File: config.mk
export PLATFORM = sky130hd
export DESIGN_NAME = secret_unpacker
export DESIGN_NICKNAME = d
export VERILOG_FILES = /design/src/rtl/secret_unpacker_pkg.sv /design/src/rtl/secret_unpacker_sm_to_coef.sv /design/src/rtl/secret_unpacker.sv
export SDC_FILE = /design/constraint.sdc
export NUM_CORES = 1
export LEC_CHECK = 0
export CAP_MARGIN = 20
export CORE_MARGIN = 4
export CORE_UTILIZATION = 48
export DETAILED_ROUTE_END_ITERATION = 16
export GPL_ROUTABILITY_DRIVEN = 0
export GPL_TIMING_DRIVEN = 0
export MAX_ROUTING_LAYER = met4
export PLACE_DENSITY = 0.81
export SLEW_MARGIN = 5
export SYNTH_ARGS = -nofsm -noshare
export SYNTH_HDL_FRONTEND = slang
export SYNTH_HIERARCHICAL = 1
export SYNTH_SLANG_ARGS = --single-unit
File: constraint.sdc
create_clock -name clk -period 3.6 [get_ports clk]
set_input_delay 0.9 -clock clk [delete_from_list [all_inputs] [get_ports clk]]
set_output_delay 0.9 -clock clk [all_outputs]
set_load 0.005 [all_outputs]
File: src/rtl/secret_unpacker_pkg.sv
// Shared constants and state encoding for the secret-polynomial unpacker.
package secret_unpacker_pkg;

    // Coefficient width (log2 q) and packing geometry.
    localparam int COEF_W           = 13;
    localparam int SM_W             = 4;
    localparam int SAMPLES_PER_WORD = 16;
    localparam int WORD_W           = 64;
    localparam int LANE_W           = 16;
    localparam int LANES_PER_WORD   = 4;

    // Largest legal binomial magnitude; the sampler uses the same limit.
    localparam int MU_HALF          = 4;

    typedef enum logic [2:0] {
        ST_IDLE  = 3'd0,
        ST_RD    = 3'd1,
        ST_LATCH = 3'd2,
        ST_EMIT  = 3'd3,
        ST_DONE  = 3'd4
    } state_e;

endpackage

File: src/rtl/secret_unpacker_sm_to_coef.sv
// Combinational 4-bit sign-magnitude sample to CW-bit two's-complement
// coefficient (mod 2^CW). Flags magnitudes above MU_HALF and negative zero;
// the decoded value is produced regardless so the caller can still write it.
module sm_to_coef
    import secret_unpacker_pkg::*;
#(
    parameter int CW = secret_unpacker_pkg::COEF_W
) (
    input  logic [SM_W-1:0] sm_i,
    output logic [CW-1:0]   coef_o,
    output logic            illegal_o
);

    localparam logic [SM_W-2:0] MAG_LIMIT = (SM_W-1)'(MU_HALF);

    logic            sign;
    logic [SM_W-2:0] mag;
    logic [CW-1:0]   mag_ext;

    // Negative samples wrap to 2^CW - mag; negative zero lands on 0 naturally.
    always_comb begin
        sign      = sm_i[SM_W-1];
        mag       = sm_i[SM_W-2:0];
        mag_ext   = CW'(mag);
        coef_o    = sign ? ('0 - mag_ext) : mag_ext;
        illegal_o = (mag > MAG_LIMIT) || (sign && (mag == '0));
    end

endmodule

File: src/rtl/secret_unpacker.sv
// Reads packed 4-bit sign-magnitude samples from the secret BRAM and writes
// them back as four 16-bit coefficient lanes per word into the multiplier
// coefficient BRAM. One RD cycle, then 5 cycles per input word (LATCH + 4 EMIT);
// the next word is prefetched during LATCH so it is ready at the next LATCH.
//
// Handshake: start is a single-cycle pulse honoured only in IDLE or DONE.
// The write port has no back-pressure: a write happens in every cycle wen is
// high, with wt_address/data_out valid in that same cycle.
module secret_unpacker
    import secret_unpacker_pkg::*;
#(
    parameter int NUM_WORDS = 48,
    parameter int ADDR_W    = 9,
    parameter int COEF_W    = secret_unpacker_pkg::COEF_W
) (
    input  logic              clk,
    input  logic              rst,
    input  logic              start,
    output logic [ADDR_W-1:0] rd_address,
    input  logic [63:0]       data_in,
    output logic [ADDR_W-1:0] wt_address,
    output logic [63:0]       data_out,
    output logic              wen,
    output logic              busy,
    output logic              done,
    output logic              err,
    output logic [2:0]        dbg_state_o
);

    localparam logic [ADDR_W-1:0] LAST_WORD = ADDR_W'(NUM_WORDS - 1);

    state_e            state_q, state_d;
    logic [ADDR_W-1:0] rd_addr_q, rd_addr_d;
    logic [ADDR_W-1:0] wt_addr_q, wt_addr_d;
    logic [ADDR_W-1:0] word_q, word_d;
    logic [1:0]        lane_q, lane_d;
    logic [63:0]       hold_q, hold_d;
    logic              err_q, err_d;

    logic [LANE_W-1:0] group;
    logic [3:0]        lane_illegal;
    logic [63:0]       packed_lanes;

    // The four samples feeding the current output word sit in one 16-bit slice.
    assign group = hold_q[{lane_q, 4'b0000} +: LANE_W];

    for (genvar k = 0; k < LANES_PER_WORD; k++) begin : g_lane
        logic [COEF_W-1:0] coef;
        sm_to_coef #(.CW(COEF_W)) u_dec (
            .sm_i      (group[SM_W*k +: SM_W]),
            .coef_o    (coef),
            .illegal_o (lane_illegal[k])
        );
        assign packed_lanes[LANE_W*k +: LANE_W] = {{(LANE_W-COEF_W){1'b0}}, coef};
    end

    // State and datapath registers; synchronous reset aborts any run.
    always_ff @(posedge clk) begin
        if (rst) begin
            state_q   <= ST_IDLE;
            rd_addr_q <= '0;
            wt_addr_q <= '0;
            word_q    <= '0;
            lane_q    <= '0;
            hold_q    <= '0;
            err_q     <= 1'b0;
        end else begin
            state_q   <= state_d;
            rd_addr_q <= rd_addr_d;
            wt_addr_q <= wt_addr_d;
            word_q    <= word_d;
            lane_q    <= lane_d;
            hold_q    <= hold_d;
            err_q     <= err_d;
        end
    end

    // Next-state and datapath updates for the RD/LATCH/EMIT sequence.
    always_comb begin
        state_d   = state_q;
        rd_addr_d = rd_addr_q;
        wt_addr_d = wt_addr_q;
        word_d    = word_q;
        lane_d    = lane_q;
        hold_d    = hold_q;
        err_d     = err_q;
        case (state_q)
            ST_IDLE, ST_DONE: begin
                if (start) begin
                    state_d   = ST_RD;
                    rd_addr_d = '0;
                    wt_addr_d = '0;
                    word_d    = '0;
                    lane_d    = '0;
                    err_d     = 1'b0;
                end
            end
            ST_RD: begin
                state_d = ST_LATCH;
            end
            ST_LATCH: begin
                hold_d    = data_in;
                rd_addr_d = rd_addr_q + ADDR_W'(1);
                lane_d    = '0;
                state_d   = ST_EMIT;
            end
            ST_EMIT: begin
                wt_addr_d = wt_addr_q + ADDR_W'(1);
                lane_d    = lane_q + 2'd1;
                if (|lane_illegal) begin
                    err_d = 1'b1;
                end
                if (lane_q == 2'd3) begin
                    if (word_q == LAST_WORD) begin
                        state_d = ST_DONE;
                    end else begin
                        word_d  = word_q + ADDR_W'(1);
                        state_d = ST_LATCH;
                    end
                end
            end
            default: begin
                state_d = ST_IDLE;
            end
        endcase
    end

    // Outputs; the write is suppressed in a reset cycle even mid-EMIT.
    always_comb begin
        wen         = (state_q == ST_EMIT) && !rst;
        data_out    = (state_q == ST_EMIT) ? packed_lanes : 64'd0;
        busy        = (state_q == ST_RD) || (state_q == ST_LATCH) || (state_q == ST_EMIT);
        done        = (state_q == ST_DONE);
        err         = err_q;
        rd_address  = rd_addr_q;
        wt_address  = wt_addr_q;
        dbg_state_o = state_q;
    end

endmodule

# --- Word-level counts from Yosys, hierarchy flattened ---
# Cells that the tools add are included.
classes:
  eq_ne: 10
  shifts: 1
  order_cmp: 4
  n_addsub: 8
  n_mux: 20
  reduce_logical: 28
op_table:
  columns: ["op", "n"]
  rows:
  - ["64-bit by 7-bit variable part select with 16-bit output", 1]
  - ["61-bit 2-to-1 mux", 1]
  - ["9-bit case mux with 2 select lines", 3]
  - ["13-bit 2-to-1 mux", 4]
  - ["9-bit by 1-bit adder with 9-bit output, second input constant", 3]
  - ["9-bit 2-to-1 mux", 3]
  - ["1-bit by 3-bit subtractor with 4-bit output, first input constant", 4]
  - ["3-bit zero test", 5]
  - ["3-bit > comparator, second input constant", 4]
  - ["3-bit case mux with 4 select lines", 1]
  - ["9-bit by 6-bit equality test with 1-bit output, second input constant", 1]
  - ["3-bit 2-to-1 mux", 3]
  - ["2-bit != test, second input constant", 4]
  - ["2-bit AND reduction", 4]
  - ["3-bit by 2-bit equality test with 1-bit output, second input constant", 2]
  - ["1-bit logical OR", 6]
  - ["2-bit case mux with 3 select lines", 1]
  - ["1-bit logical AND", 5]
  - ["4-bit AND reduction", 1]
  - ["2-bit nonzero test", 2]
  - ["4-bit OR reduction", 1]
  - ["3-bit by 1-bit equality test with 1-bit output, second input constant", 1]
  - ["3-bit equality test, second input constant", 1]
  - ["3-bit AND reduction", 1]
  - ["8 further kinds", 9]
word_totals:
  in_bits: 67
  wordCells: 78
  regBits: 97
  output_inout_bits: 89

# --- Logic depth before layout (Yosys ltp) ---
# Gate-level depths: netlist (run 1).
depth:
  depth_word: 7
  ltp_mapped: 11
  depth_no_buf: 9

# --- Hierarchy ---
# The synthesis (run 1) kept the hierarchy.
modules_own_cells:
  columns: ["mod", "seq_area_each_um2", "cells_per_inst", "instances", "area_per_inst_um2"]
  rows:
  - ["secret_unpacker", 1941.9, 573, 1, 4650.7]
  - ["sm_to_coef", 0.0, 21, 4, 168.9]

# --- Worst setup path after synthesis (run 1) ---
# Ideal clock, no wire load.
synth_path:
  path_kind: "register to output"
  from: "reg lane_q[0]"
  to: "out data_out[34]"
  slack_ns: 0.364
  required_ns: 2.700
  stages_incl_launch_ff: 9
  arrival_time_ns: 2.336
  path_cell_list: "dfxtp_1 buf_2 clkbuf_1 mux4_2 inv_1 ha_1 ha_1 mux2_2 and2_1"
synth_via:
  elab_chain_len: 4
synth_rtl:
  columns: ["element", "line", "text"]
  rows:
  - ["start: declaration", "secret_unpacker.sv:36", "logic [1:0] lane_q, lane_d;"]
  - ["start signal: assignment", "secret_unpacker.sv:72", "lane_q <= lane_d;"]
  - ["64-bit by 7-bit variable part select with 16-bit output", "secret_unpacker.sv:45", "assign group = hold_q[{lane_q, 4'b0000} +: LANE_W];"]
  - ["via group[8]", "secret_unpacker.sv:40", "logic [LANE_W-1:0] group;"]
  - ["1-bit by 3-bit subtractor with 4-bit output", "secret_unpacker_sm_to_coef.sv:25", "coef_o = sign ? ('0 - mag_ext) : mag_ext;"]
  - ["13-bit 2-to-1 mux", "secret_unpacker_sm_to_coef.sv:25", null]
  - ["via g_lane[2].coef[2]", "secret_unpacker.sv:48", "logic [COEF_W-1:0] coef;"]
  - ["61-bit 2-to-1 mux", "secret_unpacker.sv:131", "data_out = (state_q == ST_EMIT) ? packed_lanes : 64'd0;"]
  - ["end: declaration", "secret_unpacker.sv:22", "output logic [63:0] data_out,"]
# The timed path passes the listed nets, and every way through them passes these cells.

# --- Worst setup path after layout (run 1) ---
layout_path:
  from: "reg lane_q[0]"
  to: "out data_out[5]"
layout_via:
  elab_chain_len: 4
layout_rtl:
  columns: ["element", "line"]
  rows:
  - ["64-bit by 7-bit variable part select with 16-bit output", "secret_unpacker.sv:45"]
  - ["via group[1]", "secret_unpacker.sv:40"]
  - ["1-bit by 3-bit subtractor with 4-bit output", "secret_unpacker_sm_to_coef.sv:25"]
  - ["13-bit 2-to-1 mux", "secret_unpacker_sm_to_coef.sv:25"]
  - ["via g_lane[0].coef[5]", "secret_unpacker.sv:48"]
  - ["61-bit 2-to-1 mux", "secret_unpacker.sv:131"]
# The timed path passes the listed nets, and every way through them passes these cells.

==> results.md, run 1 <==
- Max stage delay on crit path: approximately 0.53 ns
- DP Worst Slack: -0.4904 ns
- Hold buffers post-CTS: 0
- CTS Sinks: 97
- Routed Antenna Nets: 0
- Ant diodes: 0
- Final Core Density: 0.6985
- Core area: roughly 11000 sq um
- Top cell by count, worst path: buf_4
- Final net count: roughly 920
- Final period utilization: 0.9891
- Synth Area in Compound Gates: 0.1409
- Post-synthesis adder-cell area fraction: 0.03759
- Final Non-Filler Cells: 984
- Hold WC Path Type: flop to flop
- Final HPWL DP: about 12000 um
- Post-Syn Instances: between 600 and 700
- Vias in the first global route: between 5000 and 6000
- Number of flops mapped to enable cells by yosys: 0
- Antenna violations before repair: 0
- Peak VDD IR: 0.1901 mV
- CTS Buf Count: 9
- DR DRC count: 0
- Largest net degree at the start of global routing: 15
- CP required: approximately 2.7 ns
- Inst Count DP: 950
- P_leak: between 0.003 and 0.004 uW
- Highest Clock Rate: between 200 and 300 MHz
- Multi-input logic area: ~2900 sq um
- Die Span Y: 113.3 um
- Slew HR: 0.4998
- Number of setup violations in the final report: 0
- Port bufs: 142
- DP Area: 6964 sq um
- Clock latency on the worst-skew pair: about 0.37 ns
- Largest family of logic cells by synthesized area: simple AND/OR/NAND/NOR gates
- Data arrival, critical path: 2.66 ns
- Synth area leader: dfxtp_1
- Crit path kind: flop to output pin
- First-pass detailed-route iteration total: 6
- Reg2Reg Setup Slack: 0.84 ns
- Synthesized cell area: around 5300 sq um
- Synth area leaders: dfxtp_1 (36%), nand2_1 (10%), a21oi_1 (7.6%)
- Slowest CP cell: mux4_2
- Top Ports: between 150 and 200
- Delay-heaviest family, CP: buffers and inverters
- First-pass GRT wire length: 24450 um
- Post-Synth XOR/XNOR Area: 0
- Clock Pin Slew Worst Setup and Hold Paths: 0.09 ns
- DR vias: roughly 5200
- H-tree depth: 3
- Slew Limit Fails: 0
- Register area share after synthesis: 0.3646
- Initial Utilization: 0.4913
- Share of cells above drive strength 1: 0.1682
- Type of origin of the critical path: flop
- Tot GR Track Use: 0.2452
- Max-cap viol count: 0
- Final WS setup: about 0.039 ns
- Yosys warns: 6
- Initial DRC count: 387
- Clock skew: about 0.0084 ns
- CTS Root Cell: clkbuf_8
- Final instance area: ~7600 sq um
- Filler cells: roughly 830
- Post-synth top flop: dfxtp_1
- Final min period: around 3.6 ns
- Via density: around 5.3
- Mean Syn Cell Area: approximately 8.1 sq um
- Chip Width: roughly 110 um
- Area grow syn2layout: 42.17%
- CP Buf/Inv Count: 4
- Storage cell area: 1947 sq um
- Multiplexer share of the synthesized area: 0.09678
- Grt ovf: 0
- Detailed Route WL: roughly 16000 um
- #FFs+latches synth: 97
- Largest fanout on the critical path: 5
- Drt wl/cell: about 16 um
- Die Area: 12850 sq um
- Most frequent cell after synthesis: nand2_1
- Status: finished, final reports clean
- TritonCTS clock tree: yes
- Cell Rows: 38
- Yosys top cell area share: 0.3646
- Asr flop ratio synth: 0
- CP cell instances: buf_12 -> mux4_2 -> buf_4 -> o31a_4 -> buf_4 -> and2_1 -> clkdlybuf4s50_1
- Worst-Margin Slew: around 0.75 ns
- Final hold violation count: 0
- Clock Path Buffers: 2
- Critical path endpoint category: output pin
- Synth Area in Simple Gates: 0.2377
- Top cells by count, synth: nand2_1 (145), dfxtp_1 (97), a21oi_1 (81)
- Yosys cell types: 53
- Pwr dens: between 300 and 400 nW/um^2
-- worst min-delay path, delay by kind of cell, from the launching register on --
family | cells | cell delay [ns]
flops | 1 | 0.32
simple gates | 1 | 0.05
compound gates | 1 | 0.05
-- layer usage --
metal | global-route usage | share of wire | vias to the layer above
li1 | - | - | 2530
met1 | 0.2852 | 0.40 | 2424
met2 | 0.4210 | 0.50 | 234
met3 | 0.03743 | 0.066 | 42
met4 | 0.1042 | 0.038 | 0
met5 | - | 0 | -
-- power breakdown --
group	internal [uW]	switching, uW
Sequential	1120	31.3
Combinational	207	221
Clock	406	358
-- logic make-up (layout without fill, tap and decap cells) --
family                   count (synthesis)  count (layout)
adder cells (fa/ha/maj)                 16              16
buffers and inverters                  119             292
AO/OA/AOI/OAI                          127             130
flip-flops                              97              97
multiplexers                            30              30
AND/OR/NAND/NOR                        267             267
other                                    1              12
-- final timing paths --
check / from / to / cells after the start
max: lane_q[0] / data_out[5] / 7
min: hold_q[24] / hold_q[24] / 2
max reg2reg: lane_q[0] / err / 11
min reg2reg: hold_q[24] / hold_q[24] / 2
-- state kept, by name, summed over array words and instances, names as in the netlist --
signal       count
err              1
rd_address       9
hold_q          64
wt_address       9
word_q           9
dbg_state_o      3
lane_q           2
-- cell usage in the layout, fill, tap and decap left out, types with 16 or more instances in the layout --
| master | Yosys | layout |
|---|---|---|
| a21oi_1 | 81 | 81 |
| and2_1 | 55 | 55 |
| buf_4 | 52 | 63 |
| clkbuf_1 | 35 | 31 |
| clkdlybuf4s50_1 | 0 | 108 |
| dfxtp_1 | 97 | 95 |
| dlymetal6s2s_1 | 0 | 27 |
| inv_1 | 23 | 20 |
| mux4_2 | 16 | 16 |
| nand2_1 | 145 | 145 |
| nor2_1 | 27 | 27 |
-- through the flow --
stage	setup TNS, ns	power, uW	hold slack [ns]
3_5_place_dp	-12.65	1562	0.4486
2_1_floorplan	0	1393	0.4308
3_3_place_gp	-9.794	1544	0.4398
4_1_cts	-0.08431	2325	0.4604
5_1_grt	-0.04453	2449	0.4828
6_report	0	2343	0.4596
-- layout make-up --
cell class	count	area share
multi-input combinational	455	0.3817
clock inverter	3	0.008592
clock buffer	12	0.01917
buffer	94	0.07948
timing repair buffer	159	0.2189
tap	140	0.02313
inverter	24	0.01190
sequential	97	0.2571
-- timing repair --
action / CTS / global route
gates cloned: 1 / 2
buffers inserted: 11 / 6
endpoints found under the setup margin: 52 / 42
pin swaps: 2 / 2
gates resized for setup: 30 / 47
Power figures use the tool's default switching activity.
==> run 2, diff against run 1 <==
Settings changed: ABC_AREA set to 1, CORE_UTILIZATION 48 to 49, TNS_END_PERCENT set to 1.
==> results.md, run 2 <==
- Met2 Resource Use GR: 0.3733 (was 0.4210)
- Crit path kind: flop to output pin (unchanged)
- RR Endpoint: err (unchanged)
- #FFs+latches synth: 97 (unchanged)
- Initial Utilization: 0.5092 (was 0.4913)
- Top cells by count, synth: nor2_1 (248), o21ai_0 (115), dfxtp_1 (97), inv_1 (97), nand2_1 (77) (was nand2_1 (145), dfxtp_1 (97), a21oi_1 (81))
- Asr flop ratio synth: 0 (unchanged)
- Antenna violations before repair: 0 (unchanged)
- Final net count: 1101 (was 923)
- Data arrival, critical path: 2.70 ns (was 2.66 ns)
- Inst Count DP: 1144 (was 950)
- Largest net degree at the start of global routing: 19 (was 15)
- Initial DRC count: 542 (was 387)
- Cell internal pwr: 2143 uW (was 1733 uW)
- Max stage delay on crit path: 0.51 ns (was 0.53 ns)
- Type of origin of the critical path: flop (unchanged)
- Sequential power share: 0.403 (was 0.491)
- R2R Path Start: lane_q[0] (unchanged)
- H-tree depth: 3 (unchanged)
- CP required: 2.70 ns (about the same)
- Port bufs: 142 (unchanged)
- Post-synth top flop: dfxtp_1 (unchanged)
- Hold WC Path Type: flop to flop (unchanged)
- Hold Path End: rd_address[5] (was hold_q[24])
- Delay-heaviest family, CP: buffers and inverters (unchanged)
- Highest Clock Rate: 277.7 MHz (was 280.8 MHz)
- First-pass detailed-route iteration total: 6 (unchanged)
- Final HPWL DP: 12050 um (was 11810 um)
- First-pass GRT wire length: 25440 um (was 24450 um)
- Slew Limit Fails: 0 (unchanged)
- Instance count on the critical path: 11 (was 7)
- Area grow syn2layout: 38.39% (was 42.17%)
- CP cell instances: clkbuf_4 -> o21ai_0 -> o22ai_2 -> inv_1 -> ha_1 -> ha_1 -> nand2_1 -> o21ai_1 -> inv_1 -> nor2_1 -> clkdlybuf4s50_1 (was buf_12 -> mux4_2 -> buf_4 -> o31a_4 -> buf_4 -> and2_1 -> clkdlybuf4s50_1)
- Reg2Reg Setup Slack: 1.09 ns (was 0.84 ns)
- Tot GR Track Use: 0.2435 (was 0.2452)
- Vias in the first global route: 5347 (was 5067)
- Yosys cell types: 34 (was 53)
- Die Area: 13190 sq um (was 12850 sq um)
- Number of setup violations in the final report: 1 (was 0)
- Most frequent cells in the layout: nor2_1 (248), clkdlybuf4s50_1 (140), o21ai_0 (112) (was nand2_1 (145), clkdlybuf4s50_1 (108), dfxtp_1 (95))
- Overall power: 3157 uW (was 2343 uW)
- DR DRC count: 0 (unchanged)
- Largest fanout on the critical path: 10 (was 5)
- Most common cell after layout, fill and taps aside: nor2_1 (was nand2_1)
- DR vias: 5850 (was 5230)
- Core area: 10980 sq um (was 10840 sq um)
- Top Ports: 156 (unchanged)
- Met3 Use GR: 0.02895 (was 0.03743)
- Number of flip-flops in the largest register: 64 (unchanged)
- Die Span Y: 114.8 um (was 113.3 um)
- Post-Syn Instances: 851 (was 657)
- Max-cap viol count: 0 (unchanged)
- Pwr dens: 407.9 nW/um^2 (was 309.4 nW/um^2)
- Sw Share: 0.3211 (was 0.2604)
- Worst-Margin Slew: 0.5470 ns (was 0.7486 ns)
- Crit path from: lane_q[0] (unchanged)
- Grt ovf: 0 (unchanged)
- CTS Sinks: 97 (unchanged)
- TritonCTS clock tree: yes (unchanged)
- P_leak: 0.003293 uW (was 0.003418 uW)
- Slowest CP cell: clkdlybuf4s50_1 (was mux4_2)
- Most frequent cell after synthesis: nor2_1 (was nand2_1)
- Clock power frac: 0.317 (was 0.326)
- Ant diodes: 0 (unchanged)
- Clock latency on the worst-skew pair: 0.35 ns (was 0.37 ns)
- Final period utilization: 1.000 (was 0.9891)
- CTS Buf Count: 9 (unchanged)
- HP Start: rd_address[5] (was hold_q[24])
- Top reg by flops: hold_q (unchanged)
- Final WS setup: -0.001380 ns (was 0.03925 ns)
- Grt met1 use: 0.3327 (was 0.2852)
- Share of cells above drive strength 1: 0.1447 (was 0.1682)
- Failing checks: setup timing
- Net Sw Power: 1014 uW (was 610.2 uW)
- Peak VDD IR: 0.2749 mV (was 0.1901 mV)
- Clock Path Buffers: 2 (unchanged)
- Synthesized cell area: 5593 sq um (was 5326 sq um)
- Detailed Route WL: 15950 um (was 16110 um)
- Yosys top cell area share: 0.3472 (was 0.3646)
- Clock Pin Slew Worst Setup and Hold Paths: 0.07 ns (was 0.09 ns)
- Mean Syn Cell Area: 6.572 sq um (was 8.107 sq um)
- Register area share after synthesis: 0.3472 (was 0.3646)
- Critical path endpoint category: output pin (unchanged)
- Comb pwr share: 0.280 (was 0.183)
- Final Non-Filler Cells: 1163 (was 984)
- CTS Root Cell: clkbuf_16 (was clkbuf_8)
- FF-to-FF path depth: 13 (was 11)
- Status: finished with violations (was finished, final reports clean)
- CP Buf/Inv Count: 4 (unchanged)
- Hold buffers post-CTS: 0 (unchanged)
- Yosys warns: 6 (unchanged)
- Via density: 5.030 (was 5.315)
- Cell Rows: 38 (unchanged)
- Chip Width: 114.8 um (was 113.3 um)
- Final hold violation count: 0 (unchanged)
- GR peak layer: met2 (unchanged)
- Slew HR: 0.6354 (was 0.4998)
- Routed Antenna Nets: 0 (unchanged)
- Synth area leaders: dfxtp_1 (35%), nor2_1 (17%), o21ai_0 (10%) (was dfxtp_1 (36%), nand2_1 (10%), a21oi_1 (7.6%))
- RSZ-0062 raised after global routing: true
- Clock skew: 0.009963 ns (was 0.008383 ns)
- Synth area leader: dfxtp_1 (unchanged)
- Number of flops mapped to enable cells by yosys: 0 (unchanged)
- Final min period: 3.601 ns (was 3.561 ns)
- Drt wl/cell: 13.72 um (was 16.37 um)
- Cells on Worst Hold Path: 1 (was 2)
==> run 2: worst max-delay path by stage <==
stage,end,slack [ns]
after CTS,data_out[34],-0.07
after global routing,data_out[18],-0.12
final,data_out[34],-0.001
after global placement,data_out[8],-0.1
after detailed placement,data_out[8],-0.13
after floorplan,data_out[18],0.87
==> run 2: routing by layer <==
| metal | vias up | part of all wire |
|---|---|---|
| met5 | - | 0 |
| met4 | 0 | 0.025 |
| met3 | 35 | 0.081 |
| met2 | 282 | 0.44 |
| met1 | 2590 | 0.46 |
| li1 | 2943 | - |
==> run 2: final cells by class <==
type / instances / area, sq um
tap: 140 / 175.2
inverter: 107 / 406.6
fill: 962 / 3243
buffer: 93 / 679.4
multi-input combinational: 565 / 2770
clock inverter: 7 / 85.08
sequential: 97 / 1949
timing repair buffer: 145 / 1449
clock buffer: 9 / 225.2
==> run 2: worst reg2reg max path: stages (launching register included) <==
cell,delay [ns]
dfxtp_4,0.40
inv_4,0.06
buf_4,0.16
o21ai_0,0.23
o22ai_2,0.15
inv_1,0.15
ha_1,0.20
inv_1,0.05
ha_1,0.18
a21o_2,0.19
nor4_1,0.35
nand2_1,0.09
a21oi_1,0.14
nor2_1,0.05
==> run 2: through the flow <==
stage                       util  setup WS (ns)  hold slack (ns)   TNS (ns)  instance area [sq um]
after floorplan                -         0.8688           0.4493          0                   5634
after global placement    0.6584       -0.09765           0.4640    -0.8750                   7231
after detailed placement  0.6584        -0.1312           0.4628     -1.198                   7231
after CTS                 0.6978       -0.07497           0.4825    -0.1657                   7664
after global routing      0.7047        -0.1200           0.5006    -0.4911                   7740
final                     0.7047      -0.001380           0.4849  -0.001380                   7740
==> run 2: what timing repair did <==
item | in CTS | in global routing
endpoints found under the setup margin | 48 | 46
resized for setup | 32 | 22
pin swaps | 1 | 4
setup buffers | 1 | 2
==> run 2: power groups by stage <==
stage	sequential, uW	clock [uW]	combinational, uW
final	1270	1000	885
after global routing	1280	1040	991
after global placement	1290	0	799
after detailed placement	1290	0	820
after CTS	1270	996	860
after floorplan	1260	0	569
==> run 2: kinds of logic after synthesis <==
logic type                 Yosys count  share of synthesized area
adders and majority gates           16                    0.03579
buffers and inverters              200                     0.1872
DFF                                 97                     0.3472
other                                1                  0.0006705
AOI/OAI and AO/OA                  173                     0.1678
and+or+nand+nor                    363                     0.2597
xor gates and xnor gates             1                   0.001566
==> run 3, diff against run 2 <==
Settings changed: CORE_UTILIZATION 49 to 44, PLACE_DENSITY 0.81 to 0.77.
Clock period 3.6 ns to 3.3 ns, I/O delays scaled along.
==> results.md, run 3 (same netlist as run 2, synthesis figures left out) <==
- Cell internal pwr: 2445 uW (was 2143 uW)
- Die Area: 14580 sq um (was 13190 sq um)
- CTS Root Cell: clkbuf_16 (unchanged)
- Failing checks: setup timing (unchanged)
- Hold WC Path Type: flop to flop (unchanged)
- Clock power frac: 0.311 (was 0.317)
- TritonCTS clock tree: yes (unchanged)
- Clock latency on the worst-skew pair: 0.35 ns (about the same)
- Via density: 4.888 (was 5.030)
- DR DRC count: 0 (unchanged)
- Highest Clock Rate: roughly 300 MHz
- Filler cells: 1094 (was 962)
- Share of cells above drive strength 1: 0.1675 (was 0.1447)
- Final period utilization: 1.011
- Final WS setup: -0.03469 ns (was -0.001380 ns)
- Number of flip-flops in the largest register: 64 (unchanged)
- Antenna violations before repair: 0 (unchanged)
- Grt ovf: 0 (unchanged)
- Final min period: around 3.3 ns
- Top cell by count, worst path: buf_4
- Sequential power share: 0.388 (was 0.403)
- Top Ports: 156 (unchanged)
- Largest net degree at the start of global routing: 17 (was 19)
- CP cell instances: inv_4 -> buf_4 -> o21ai_1 -> o22ai_2 -> buf_4 -> nor2_4 -> a21oi_4 -> buf_4 -> inv_1 -> nor2_1 -> clkdlybuf4s50_1 (was clkbuf_4 -> o21ai_0 -> o22ai_2 -> inv_1 -> ha_1 -> ha_1 -> nand2_1 -> o21ai_1 -> inv_1 -> nor2_1 -> clkdlybuf4s50_1)
- Chip Width: 120.7 um (was 114.8 um)
- Drt wl/cell: 14.09 um (was 13.72 um)
- Delay-heaviest family, CP: buffers and inverters (unchanged)
- Final Non-Filler Cells: 1207 (was 1163)
- Final HPWL DP: 12470 um (was 12050 um)
- Final hold violation count: 0 (unchanged)
- Inst Count DP: 1172 (was 1144)
- CP Buf/Inv Count: 6 (was 4)
- Comb pwr share: 0.300 (was 0.280)
- Cell Rows: 40 (was 38)
- P_leak: 0.003562 uW (was 0.003293 uW)
- Largest fanout on the critical path: 10 (unchanged)
- H-tree depth: 3 (unchanged)
- Multi-input logic area: 2860 sq um (was 2770 sq um)
- Most frequent cells in the layout: nor2_1 (244), clkdlybuf4s50_1 (128), o21ai_0 (109) (was nor2_1 (248), clkdlybuf4s50_1 (140), o21ai_0 (112))
- First-pass GRT wire length: 26190 um (was 25440 um)
- First-pass detailed-route iteration total: 5 (was 6)
- Port bufs: 142 (unchanged)
- Initial Utilization: 0.4580 (was 0.5092)
- Worst-Margin Slew: 0.5342 ns (was 0.5470 ns)
- Data arrival, critical path: 2.51 ns (was 2.70 ns)
- Critical path endpoint category: output pin (unchanged)
- DR vias: 5900 (was 5850)
- CP required: 2.47 ns (was 2.70 ns)
- Max-cap viol count: 0 (unchanged)
- Area grow syn2layout: 43.20% (was 38.39%)
- Most common cell after layout, fill and taps aside: nor2_1 (unchanged)
- Pwr dens: 445.7 nW/um^2 (was 407.9 nW/um^2)
- Number of setup violations in the final report: 1 (unchanged)
- Clock Pin Slew Worst Setup and Hold Paths: 0.06 ns (was 0.07 ns)
- Tot GR Track Use: 0.2291 (was 0.2435)
- DP Worst Slack: -0.3586 ns (was -0.1312 ns)
- Final net count: 1117 (was 1101)
- Clock skew: 0.007695 ns (was 0.009963 ns)
- Final Core Density: 0.6558 (was 0.7047)
- Slew Limit Fails: 0 (unchanged)
- Routed Antenna Nets: 0 (unchanged)
- Top reg by flops: hold_q (unchanged)
- Detailed Route WL: 17010 um (was 15950 um)
- CTS Buf Count: 9 (unchanged)
- Hold WS: 0.4893 ns (was 0.4849 ns)
- Status: finished with violations (unchanged)
- CTS Sinks: 97 (unchanged)
- Die Span Y: 120.7 um (was 114.8 um)
- Type of origin of the critical path: flop (unchanged)
- Peak VDD IR: 0.2722 mV (was 0.2749 mV)
- RSZ-0062 raised after global routing: true (unchanged)
- Sw Share: 0.3150 (was 0.3211)
- Vias in the first global route: 5387 (was 5347)
- Clock Path Buffers: 2 (unchanged)
- Net Sw Power: 1124 uW (was 1014 uW)
- Max stage delay on crit path: 0.52 ns (was 0.51 ns)
- Ant diodes: 0 (unchanged)
- Slowest CP cell: clkdlybuf4s50_1 (unchanged)
- Slew HR: 0.6439 (was 0.6354)
- Crit path kind: flop to output pin (unchanged)
- Storage cell area: 1949 sq um (unchanged)
- Initial DRC count: 369 (was 542)
- Core area: 12210 sq um (was 10980 sq um)
-- run 3: cell count changes in the layout (fill, tap and decap cells not counted), moves of 4 or more --
cell	change
dlygate4sd2_1	+4
nor2_1	-4
buf_4	+8
dlymetal6s2s_1	+8
clkdlybuf4s50_1	-12
-- run 3: stage by stage --
step                power (uW)  instance area, sq um   TNS, ns
floorplan                 1992                  5634         0
global placement          2284                  7266    -9.219
detailed placement        2309                  7266    -10.01
CTS                       3472                  7807    -1.194
global route              3762                  8009    -2.403
finish                    3569                  8009  -0.03469
-- run 3: worst reg2reg max path: stages (launching register included) --
cell,delay [ns]
dfxtp_4,0.40
inv_4,0.07
buf_4,0.16
o21ai_0,0.19
o22ai_2,0.14
inv_2,0.15
ha_2,0.21
inv_1,0.05
ha_1,0.17
a21o_2,0.19
nor4_1,0.39
nand2_1,0.12
a21oi_1,0.16
nor2_1,0.05
-- run 3: power by group through the flow --
stage | logic, uW | clock network (uW) | registers, uW
floorplan | 621 | 0 | 1370
global placement | 881 | 0 | 1400
detailed placement | 905 | 0 | 1400
CTS | 972 | 1120 | 1380
global route | 1200 | 1170 | 1400
finish | 1070 | 1110 | 1390
-- run 3: worst paths after layout --
| kind | slack (ns) | end | from | depth (start not counted) |
|---|---|---|---|---|
| worst min register to register | 0.49 | rd_address[5] | rd_address[5] | 1 |
| worst max register to register | 0.75 | err | lane_q[0] | 13 |
| worst max-delay path | -0.03 | data_out[4] | lane_q[0] | 11 |
| worst min-delay path | 0.49 | rd_address[5] | rd_address[5] | 1 |
-- run 3: final cells by class --
class                      count  share of cell area
inverter                     107             0.05077
multi-input combinational    569              0.3571
buffer                        93             0.08842
clock inverter                 7             0.01187
tap                          168             0.02625
sequential                    97              0.2434
timing repair buffer         157              0.1940
clock buffer                   9             0.02812
-- run 3: timing repair --
item,in CTS,in global routing
pin swaps,5,16
buffers inserted,5,10
gates resized for setup,58,29
hold buffers,0,0
setup endpoints to repair,50,47
gates cloned,0,4
-- run 3: per-layer routing --
| layer | track usage | part of all wire |
|---|---|---|
| met5 | - | 0 |
| met4 | 0.09773 | 0.031 |
| met3 | 0.03695 | 0.072 |
| met2 | 0.3535 | 0.45 |
| met1 | 0.2988 | 0.44 |
